### config.mk
export PLATFORM = sky130hd
export DESIGN_NAME = pipe_ctrl_unit
export DESIGN_NICKNAME = d
export VERILOG_FILES = /design/src/rtl/pipe_ctrl_unit.sv
export SDC_FILE = /design/constraint.sdc
export NUM_CORES = 1
export LEC_CHECK = 0
export BUFFER_PORTS_ARGS = -buffer_cell sky130_fd_sc_hd__buf_2
export CAP_MARGIN = 20
export CORE_MARGIN = 3
export CORE_UTILIZATION = 33
export DETAILED_ROUTE_END_ITERATION = 10
export HOLD_SLACK_MARGIN = 0.06
export PLACE_DENSITY_LB_ADDON = 0.25
export SLEW_MARGIN = 20
export SYNTH_ARGS = -nofsm -noshare
export SYNTH_HDL_FRONTEND = slang
export SYNTH_SLANG_ARGS = --single-unit
### constraint.sdc
create_clock -name clk -period 2.7 [get_ports clk]
set_clock_uncertainty 0.15 [all_clocks]
set_input_delay 0.135 -clock clk [delete_from_list [all_inputs] [get_ports clk]]
set_output_delay 0.135 -clock clk [all_outputs]
set_load 0.02 [all_outputs]
### src/rtl/pipe_ctrl_unit.sv
// Pipeline control FSM for the 16-bit RISC core: fetch/execute enables, control-op
// stall sequencing, halt/resume, PC wrap detect and saturating performance counters.
module pipe_ctrl_unit #(
  parameter int PC_W       = 16,
  parameter int IMEM_SIZE  = 32,
  parameter int CTRL_STALL = 3,
  parameter int PERF_W     = 16
) (
  input  logic              clk,
  input  logic              rst,
  input  logic [3:0]        if_opcode,
  input  logic [3:0]        ex_opcode,
  input  logic              rs_less_zero,
  input  logic [PC_W-1:0]   pc_val,
  input  logic              resume,
  output logic              pc_inc,
  output logic              pc_load,
  output logic              pc_sel,
  output logic              pc_wrap,
  output logic              ir_wr,
  output logic              rf_wr,
  output logic              rf_wr_sel,
  output logic              dmem_wr,
  output logic              stall,
  output logic              halted,
  output logic [PERF_W-1:0] cyc_cnt,
  output logic [PERF_W-1:0] stl_cnt
);

  typedef enum logic [1:0] {
    ST_RST   = 2'd0,
    ST_RUN   = 2'd1,
    ST_STALL = 2'd2,
    ST_HALT  = 2'd3
  } state_t;

  localparam logic [3:0] OP_BLZ = 4'b1000;
  localparam logic [3:0] OP_JMP = 4'b1001;
  localparam logic [3:0] OP_JAL = 4'b1010;
  localparam logic [3:0] OP_RET = 4'b1011;
  localparam logic [3:0] OP_LI  = 4'b1100;
  localparam logic [3:0] OP_LW  = 4'b1101;
  localparam logic [3:0] OP_SW  = 4'b1110;
  localparam logic [3:0] OP_HLT = 4'b1111;

  localparam logic [PERF_W-1:0] PERF_MAX = {PERF_W{1'b1}};

  state_t            state_q, state_d;
  logic [3:0]        cnt_q, cnt_d;
  logic [3:0]        capOp_q, capOp_d;
  logic              stall_q, halted_q;
  logic [PERF_W-1:0] cycCnt_q, stlCnt_q;

  logic ifStallOp;
  logic datapathEn;
  logic linkWr;
  logic active;

  assign ifStallOp = (if_opcode[3:2] == 2'b10) || (if_opcode == OP_HLT);
  assign active    = (state_q == ST_RUN) || (state_q == ST_STALL);

  always_comb begin
    state_d    = state_q;
    cnt_d      = cnt_q;
    capOp_d    = capOp_q;
    pc_inc     = 1'b0;
    pc_load    = 1'b0;
    pc_sel     = 1'b0;
    ir_wr      = 1'b0;
    linkWr     = 1'b0;
    datapathEn = 1'b0;
    case (state_q)
      ST_RST: state_d = ST_RUN;
      ST_RUN: begin
        datapathEn = 1'b1;
        if (ifStallOp) begin
          capOp_d = if_opcode;
          cnt_d   = 4'(CTRL_STALL - 1);
          state_d = ST_STALL;
        end else begin
          pc_inc = 1'b1;
          ir_wr  = 1'b1;
        end
      end
      ST_STALL: begin
        datapathEn = 1'b1;
        if (cnt_q != 4'd0) cnt_d = cnt_q - 4'd1;
        // Target is presented one cycle before the refetch so the new IR sees it.
        if (cnt_q == 4'd1) begin
          pc_load = ((capOp_q == OP_BLZ) && rs_less_zero) || (capOp_q == OP_JMP) ||
                    (capOp_q == OP_JAL) || (capOp_q == OP_RET);
          pc_sel  = (capOp_q == OP_RET);
          linkWr  = (capOp_q == OP_JAL);
        end
        if (cnt_q == 4'd0) begin
          if (capOp_q == OP_HLT) begin
            state_d = ST_HALT;
          end else begin
            ir_wr   = 1'b1;
            state_d = ST_RUN;
          end
        end
      end
      ST_HALT: if (resume) state_d = ST_RUN;
      default: state_d = ST_HALT;
    endcase
  end

  assign rf_wr     = (datapathEn && ((ex_opcode[3] == 1'b0) || (ex_opcode == OP_LI) ||
                                     (ex_opcode == OP_LW))) || linkWr;
  assign rf_wr_sel = linkWr;
  assign dmem_wr   = datapathEn && (ex_opcode == OP_SW);
  assign pc_wrap   = (pc_val == PC_W'(IMEM_SIZE));
  assign stall     = stall_q;
  assign halted    = halted_q;
  assign cyc_cnt   = cycCnt_q;
  assign stl_cnt   = stlCnt_q;

  always_ff @(posedge clk) begin
    if (rst) begin
      state_q  <= ST_RST;
      cnt_q    <= 4'd0;
      capOp_q  <= 4'd0;
      stall_q  <= 1'b0;
      halted_q <= 1'b0;
      cycCnt_q <= '0;
      stlCnt_q <= '0;
    end else begin
      state_q  <= state_d;
      cnt_q    <= cnt_d;
      capOp_q  <= capOp_d;
      stall_q  <= (state_d == ST_STALL);
      halted_q <= (state_d == ST_HALT);
      if (active && (cycCnt_q != PERF_MAX)) cycCnt_q <= cycCnt_q + 1'b1;
      if ((state_q == ST_STALL) && (stlCnt_q != PERF_MAX)) stlCnt_q <= stlCnt_q + 1'b1;
    end
  end

endmodule

* Yosys cells after proc, flatten, opt, wreduce, memory -nomap -nowiden *
Index checks and enable logic that the tools add are counted.

word-level totals
  bits in registers = 44
  latch bits = 0
  bits in writable memories = 0
  ROM bits = 0
  bits of input ports = 28
  output and inout bits = 42
  memories = 0

cells by class
  add/subtract/negate cells = 3
  multiply operators = 0
  divide/modulo/power cells = 0
  $lt $le $gt $ge = 0
  equal/unequal tests = 21
  shifts and indexed selects = 0
  multiplexer cells = 20
  bitwise operators = 1
  reductions and logical operators = 20

operator list
  cell                     count
  $eq A4 B4 Y1 const B     9
  $add A16 B1 Y16 const B  2
  $ne A16 B16 Y1 const B   2
  $eq A16 B6 Y1 const B    1
  $mux W1                  11
  $eq A2 B2 Y1 const B     5
  $logic_or A1 B1 Y1       8
  $mux W2                  4
  $mux W4                  2
  $pmux W2 S4              1
  $pmux W4 S2              1
  $logic_and A1 B1 Y1      5
  $eq A4 B1 Y1 const B     1
  $logic_not A4 Y1         1
  $reduce_bool A4 Y1       1
  $sub A4 B1 Y4 const B    1
  $reduce_and A3 Y1        1
  $eq A2 B1 Y1 const B     1
  $logic_not A2 Y1         1
  $ne A2 B1 Y1 const B     1
  $ne A2 B2 Y1 const B     1
  $pmux W1 S2              1
  $reduce_and A2 Y1        1
  $reduce_bool A2 Y1       1
  other kinds (2)          2

* Depth between registers and ports, before layout *
Gate-level depths: netlist of run 1.

  depth after elaboration = 7
  gate-level depth with buffers = 7
  mapped depth without buffers = 6

* Worst setup path after synthesis of run 1 *
No wires, ideal clock.

  path kind = register to register
  start = reg state_q[0]
  end = reg cycCnt_q[13] (netlist: cyc_cnt[13])
  setup time = 0.123 ns
  data arrival time = 2.128 ns
  slack = 0.299 ns
  cell stages (with the launch flop) = 8
  buffers on the path = 1
  path through = dfxtp_1 -> inv_1 -> ha_1 -> nand2_1 -> or4_1 -> buf_2 -> nor4b_1 -> mux2_1

between the ends
  word-level cells in the longest chain between the ends = 3

ends and longest elaborated chain
  what                                                 RTL line  RTL
  start, declared                                      48        state_t state_q, state_d;
  start signal, assigned                               129       state_q <= state_d;
  $eq A2 B1 Y1 / $eq A2 B2 Y1 (equally long branches)  60        assign active = (state_q == ST_RUN) || (state_q == ST_STALL);
  $logic_or A1 B1 Y1 (*)                               60
  $logic_and A1 B1 Y1 (*)                              134       if (active && (cycCnt_q != PERF_MAX)) cycCnt_q <= cycCnt_q + 1'b1;
  end signal, assigned                                 134
  end, declared                                        52        logic [PERF_W-1:0] cycCnt_q, stlCnt_q;

Mark *: on every way between the ends. The rest lies on a longest branch, timed or not.
A chain may end at the register's enable or synchronous reset.

* Worst setup path in the final report of run 1 *
  start = reg state_q[0]
  end = reg cycCnt_q[15] (netlist: cyc_cnt[15])

The elaborated chain is that of the path after synthesis.

==> results.yml, run 1 <==
clock_tree:
  cts_tree: "yes"
  cts_setup_buffers: 0
  cts_inserted_buffers: 5
  worstSkewPairLatency_ns: 0.30
  clock-sinks: 44
  htreeDepth: 2
  cts_buffer_depth: 2
  cts_root_buffer: "clkbuf_8"
  cts.clk_slew.worst_paths_ns: 0.09
route:
  drt_pass1_iterations: 4
  drtIter0Drc: 104
  viasPerCell: 5.47
  drcViolationCount: 0
  vias: 2487
  avgRoutedWirePerCell_um: 13.5
  ant_nets: 0
  finalWirelength_um: 6150
yosys:
  synth_area_um2: 2360
  synth-seq-area-share: 0.373
  synth_area_leaders: "dfxtp_1, ha_1, a21oi_1"
  ys_seq_elements: 44
  synthCells: 283
  yosysMostFrequentCell: "dfxtp_1"
  ys.flop_type: "dfxtp_1"
  syn_nets: 321
  synth_cell_type_count: 51
  avgSynthCellArea_um2: 8.34
  synth_top_area_cell: "dfxtp_1"
  synth_common_cells: "dfxtp_1, a21oi_1, nor2_1"
  synth_largest_type_area_fraction: 0.373
  synth_edf_count: 0
  yosysWarnings: 0
  async_reset_ff_frac: 0
worst_setup_path:
  cp_max_fo: 7
  cpMostUsedCell: "or4_1"
  slowest_delay_ns: 0.65
  end_kind: "register"
  cp_slowest_cell: "or4_1"
  cp.required_ns: 2.79
  critical_path.startpoint_type: "register"
  critPathKind: "reg2reg"
  cp.arrival_ns: 2.53
  crit_chain: "inv_1, ha_1, nand2_1, or4_1, or4_1, a21oi_1"
timing:
  final.period_utilization: 0.904
  timing.fmax_ghz: 0.410
  tns_ns: 0
  final_hold_viol_count: 0
  slew_headroom: 0.449
  finalSetupViolCount: 0
  min_period_ns: 2.44
  fin_ws_ns: 0.260
  tightest_slew_ns: 0.825
  drv_slew: 0
  rsz0062_at_grt: "no"
finish:
  multi_input_area_um2: 1400
  syn_to_final_growth_pct: 28.0
  final_cells: 455
  antenna_cells: 0
  final_nets: 396
  fillers: 699
  layout.area.seq_um2: 881
  drive_above_1_share: 0.251
  stdcell_area_um2: 3020
floorplan:
  core-area_um2: 6870
  start_util: 0.344
  std_cell_rows: 30
  fp.dieH_um: 90.6
  pin_count: 70
  die_area_um2: 8200
  die_w_um: 90.6
global_routing:
  grt_pass1_wl_um: 10500
  grt_max_degree: 38
  antenna_found_initial: 0
  grt_pass1_vias: 2297
  overflow: 0
  track_usage: 0.151
placed_design:
  pre_cts_slack_ns: 0.179
  post-dp-hpwl_um: 4470
  place_congestion: 0.831
  place_area_um2: 2830
  port_buffers: 69
  dp.cells: 444
worst_hold_path:
  hold_class: "in2reg"
status:
  status: "finished clean"
power:
  leakage_nw: 1.18
  power_density_nw_per_um2: 500
  ir_worst_vdd_mv: 0.185
  design_power_total_w: 0.00151
flow_run:
  maxCapViolCount: 0
[routing by layer]
layer | vias up | global-route usage | part of all wire
met5 | - | 0 | 0
li1 | 1239 | - | -
met2 | 77 | 0.246 | 0.47
met4 | 0 | 0.0587 | 0.018
met1 | 1160 | 0.186 | 0.45
met3 | 11 | 0.0442 | 0.067
[kinds of logic after synthesis]
group           after synthesis  synth area share
buf+inv                      23            0.0376
xor+xnor                      1           0.00371
compound gates               74             0.201
mux                           6            0.0265
flops                        44             0.373
simple gates                125             0.304
fa+ha+maj                    10            0.0530
[layout by cell type (no fill, tap or decap), types with 4 or more instances in the layout]
master    Yosys  layout
buf_2         2      69
dfxtp_1      44      44
nor2_1       21      21
a21oi_1      21      21
o21ai_0      19      19
nand4_1      16      16
nand2_1      15      15
inv_1        14      14
or3_1        12      12
nand3_1      10      10
ha_1         10      10
nor3_1        9       9
nor4_1        9       9
or4_1         7       7
o31ai_1       6       6
and3_1        5       5
a211oi_1      5       5
clkbuf_8      0       5
buf_4         0       5
mux2i_1       4       4
[path summary, 6_finish.rpt]
| kind | slack (ns) | from | end | depth (start not counted) |
|---|---|---|---|---|
| worst min-delay path | 0.14 | if_opcode[3] | capOp_q[1] | 4 |
| worst max-delay path | 0.26 | state_q[0] | cyc_cnt[15] | 6 |
| worst max register to register | 0.26 | state_q[0] | cyc_cnt[15] | 6 |
| worst min register to register | 0.37 | capOp_q[3] | capOp_q[3] | 2 |
[what timing repair did]
item | in CTS | in global routing
gates resized for setup | 0 | 1
hold endpoints to repair | 3 | 0
endpoints found under the setup margin | 0 | 1
hold buffers | 3 | 0
[flip-flops by register name (all words and copies together), names as in the netlist]
name / cells
halted: 1
cnt_q: 4
stl_cnt: 16
state_q: 2
stall: 1
capOp_q: 4
cyc_cnt: 16
[metrics by stage]
step,hold WS (ns),util
after global routing,0.194,0.440
after detailed placement,0.243,0.411
after CTS,0.123,0.439
after global placement,0.244,0.411
final,0.136,0.440
after floorplan,0.121,-
[where the power goes]
group	leakage (nW)	total [W]	internal [W]	switching, W
combinational	0.750	0.000133	0.0000559	0.0000776
clock	0.0784	0.000705	0.000463	0.000242
sequential	0.355	0.000672	0.000659	0.0000129
total	1.18	0.00151	0.00118	0.000332
[layout make-up]
cell class              instances  share of cell area
well taps                      96              0.0398
flip-flops and latches         44               0.292
multi-input cells             216               0.462
repair buffers                 77               0.137
clock inverters                 3              0.0298
inverters                      14              0.0174
clock buffers                   5              0.0228
[worst max-delay path, delay by kind of cell, from the launching register on]
family,cells,cell delay (ns)
compound gates,1,0.14
fa+ha+maj,1,0.31
buf+inv,1,0.09
flops,1,0.43
simple gates,3,1.25
(Power assumes the default switching activity.)
==> run 2, diff against run 1 <==
- clock period: 2.7 -> 2 ns (I/O delays scaled with it)
==> run 2 against run 1 <==
- the run now ends with negative setup slack left
- die area unchanged
- via count grew 9.4%
- total power grew 24%
==> results.yml, run 2 (same netlist as run 1, synthesis figures left out) <==
floorplan:
  core-area_um2: 6870
  std_cell_rows: 30
  pin_count: 70
  fp.dieH_um: 90.6
  die_area_um2: 8200
  start_util: 0.344
  die_w_um: 90.6
clock_tree:
  cts_root_buffer: "clkbuf_8"
  cts_tree: "yes"
  cts_buffer_depth: 2
  clock-sinks: 44
  cts_inserted_buffers: 5
  cts.clk_slew.worst_paths_ns: 0.09
  htreeDepth: 2
  worstSkewPairLatency_ns: 0.30
worst_setup_path:
  critical_path.startpoint_type: "register"
  end_kind: "register"
  cp_max_fo: 3
  cp-startpoint: "state_q[1]"
  cp.arrival_ns: 2.06
  cp_slowest_cell: "or4_4"
  crit_chain: "inv_4, ha_4, nand2_2, or4_4, nor4b_4, mux2_4"
  r2r_cells: 6
  r2r_end: "cyc_cnt[13]"
  critPathKind: "reg2reg"
  cp.required_ns: 2.05
  r2r-start: "state_q[1]"
  crit_family: "simple AND/OR/NAND/NOR gates"
  cp_num_buf_inv: 1
  endpoint: "cyc_cnt[13]"
  rrSetupSlack_ns: -0.005
  slowest_delay_ns: 0.45
  path_depth: 6
timing:
  rsz0062_at_grt: "yes"
  timing.fmax_ghz: 0.499
  final_hold_viol_count: 0
  slew_headroom: 0.560
  fin_ws_ns: -0.00492
  tightest_slew_ns: 0.659
  final.period_utilization: 1.00
  finalSetupViolCount: 1
  min_period_ns: 2.00
  drv_slew: 0
placed_design:
  post-dp-hpwl_um: 5120
  port_buffers: 69
  pre_cts_slack_ns: -0.0363
  place_congestion: 0.871
worst_hold_path:
  hold_class: "in2reg"
  min-delay-start: "if_opcode[3]"
route:
  ant_nets: 0
  avgRoutedWirePerCell_um: 13.9
  drt_pass1_iterations: 4
  finalWirelength_um: 7170
  drtIter0Drc: 95
  vias: 2720
  viasPerCell: 5.28
  drcViolationCount: 0
finish:
  fillers: 642
  syn_to_final_growth_pct: 55.9
  fin_util: 0.536
  final_cell_mix: "buf_2, buf_4, dfxtp_1"
  layout_commonest_cell: "buf_2"
  final_nets: 456
  antenna_cells: 0
  drive_above_1_share: 0.442
  multi_input_area_um2: 1580
  layout.area.seq_um2: 896
power:
  power_switching_w: 0.000468
  pwr-share-comb: 0.135
  swShare: 0.250
  power_frac_clock: 0.379
  ir_worst_vdd_mv: 0.343
  seqPwrFrac: 0.486
  power_density_nw_per_um2: 510
  internal-power_w: 0.00141
  leakage_nw: 1.53
global_routing:
  grt_pass1_wl_um: 11600
  grt_pass1_vias: 2475
  track_usage: 0.169
  grt_max_degree: 35
  antenna_found_initial: 0
  overflow: 0
status:
  failed_checks: "negative setup slack"
  status: "complete, but fails checks"
flow_run:
  maxCapViolCount: 0
[run 2: cell types whose count changed in the layout (fill, tap and decap cells not counted), moves of 4 or more]
cell | previous run | this run
buf_2 | 69 | 65
dfxtp_1 | 44 | 38
ha_4 | 0 | 4
buf_6 | 0 | 8
buf_4 | 5 | 61
ha_1 | 10 | 6
[run 2: power groups by stage]
stage	Sequential (W)	Clock (W)	Combinational [W]
finish	0.000911	0.000711	0.000253
global route	0.000913	0.000779	0.000276
CTS	0.000907	0.000741	0.000222
detailed placement	0.000927	0	0.000210
global placement	0.000926	0	0.000207
floorplan	0.000934	0	0.000105
[run 2: final cells by class]
| cell class | instances | area share |
|---|---|---|
| multi-input combinational | 216 | 0.430 |
| tap | 96 | 0.0326 |
| timing repair buffer | 137 | 0.245 |
| sequential | 44 | 0.243 |
| clock buffer | 8 | 0.0330 |
| inverter | 14 | 0.0156 |
[run 2: worst min-delay path by stage]
stage,end,slack (ns),cells past startpoint
after detailed placement,capOp_q[1],0.21,3
final,capOp_q[0],0.13,4
after global placement,capOp_q[2],0.21,3
after CTS,capOp_q[0],0.10,4
after global routing,capOp_q[0],0.14,4
after floorplan,capOp_q[0],0.09,2
[run 2: layer usage]
layer | up-vias | wire length, µm | GRT usage
li1 | 1365 | - | -
met1 | 1266 | 3330 | 0.217
met2 | 81 | 3300 | 0.277
met3 | 8 | 448 | 0.0425
met4 | 0 | 85 | 0.0561
met5 | - | 0 | 0
[run 2: timing repair]
action                     in CTS  in global routing
gates cloned                    0                  1
setup endpoints to repair       8                 22
hold endpoints to repair        3                  0
resized for setup              12                 41
pin swaps                       2                  9
hold buffers                    3                  0
buffers inserted                2                  5
[run 2: per-stage QoR]
stage / instances / hold WS, ns / setup TNS, ns / power, W / cell area, µm²
final: 515 / 0.126 / -0.00492 / 0.00188 / 3680
after global routing: 515 / 0.142 / -0.515 / 0.00197 / 3680
after CTS: 509 / 0.101 / -0.0500 / 0.00187 / 3470
after detailed placement: 496 / 0.211 / -0.0597 / 0.00114 / 3250
after global placement: 496 / 0.211 / 0 / 0.00113 / 3250
after floorplan: 283 / 0.0860 / -0.233 / 0.00104 / 2400
[run 2: worst register-to-register path, delay by kind of cell (launching register included)]
family                     cells  cell delay, ns
adders and majority gates      1            0.26
buffers and inverters          1            0.04
DFF                            1            0.38
muxes                          1            0.32
and+or+nand+nor                3            0.76
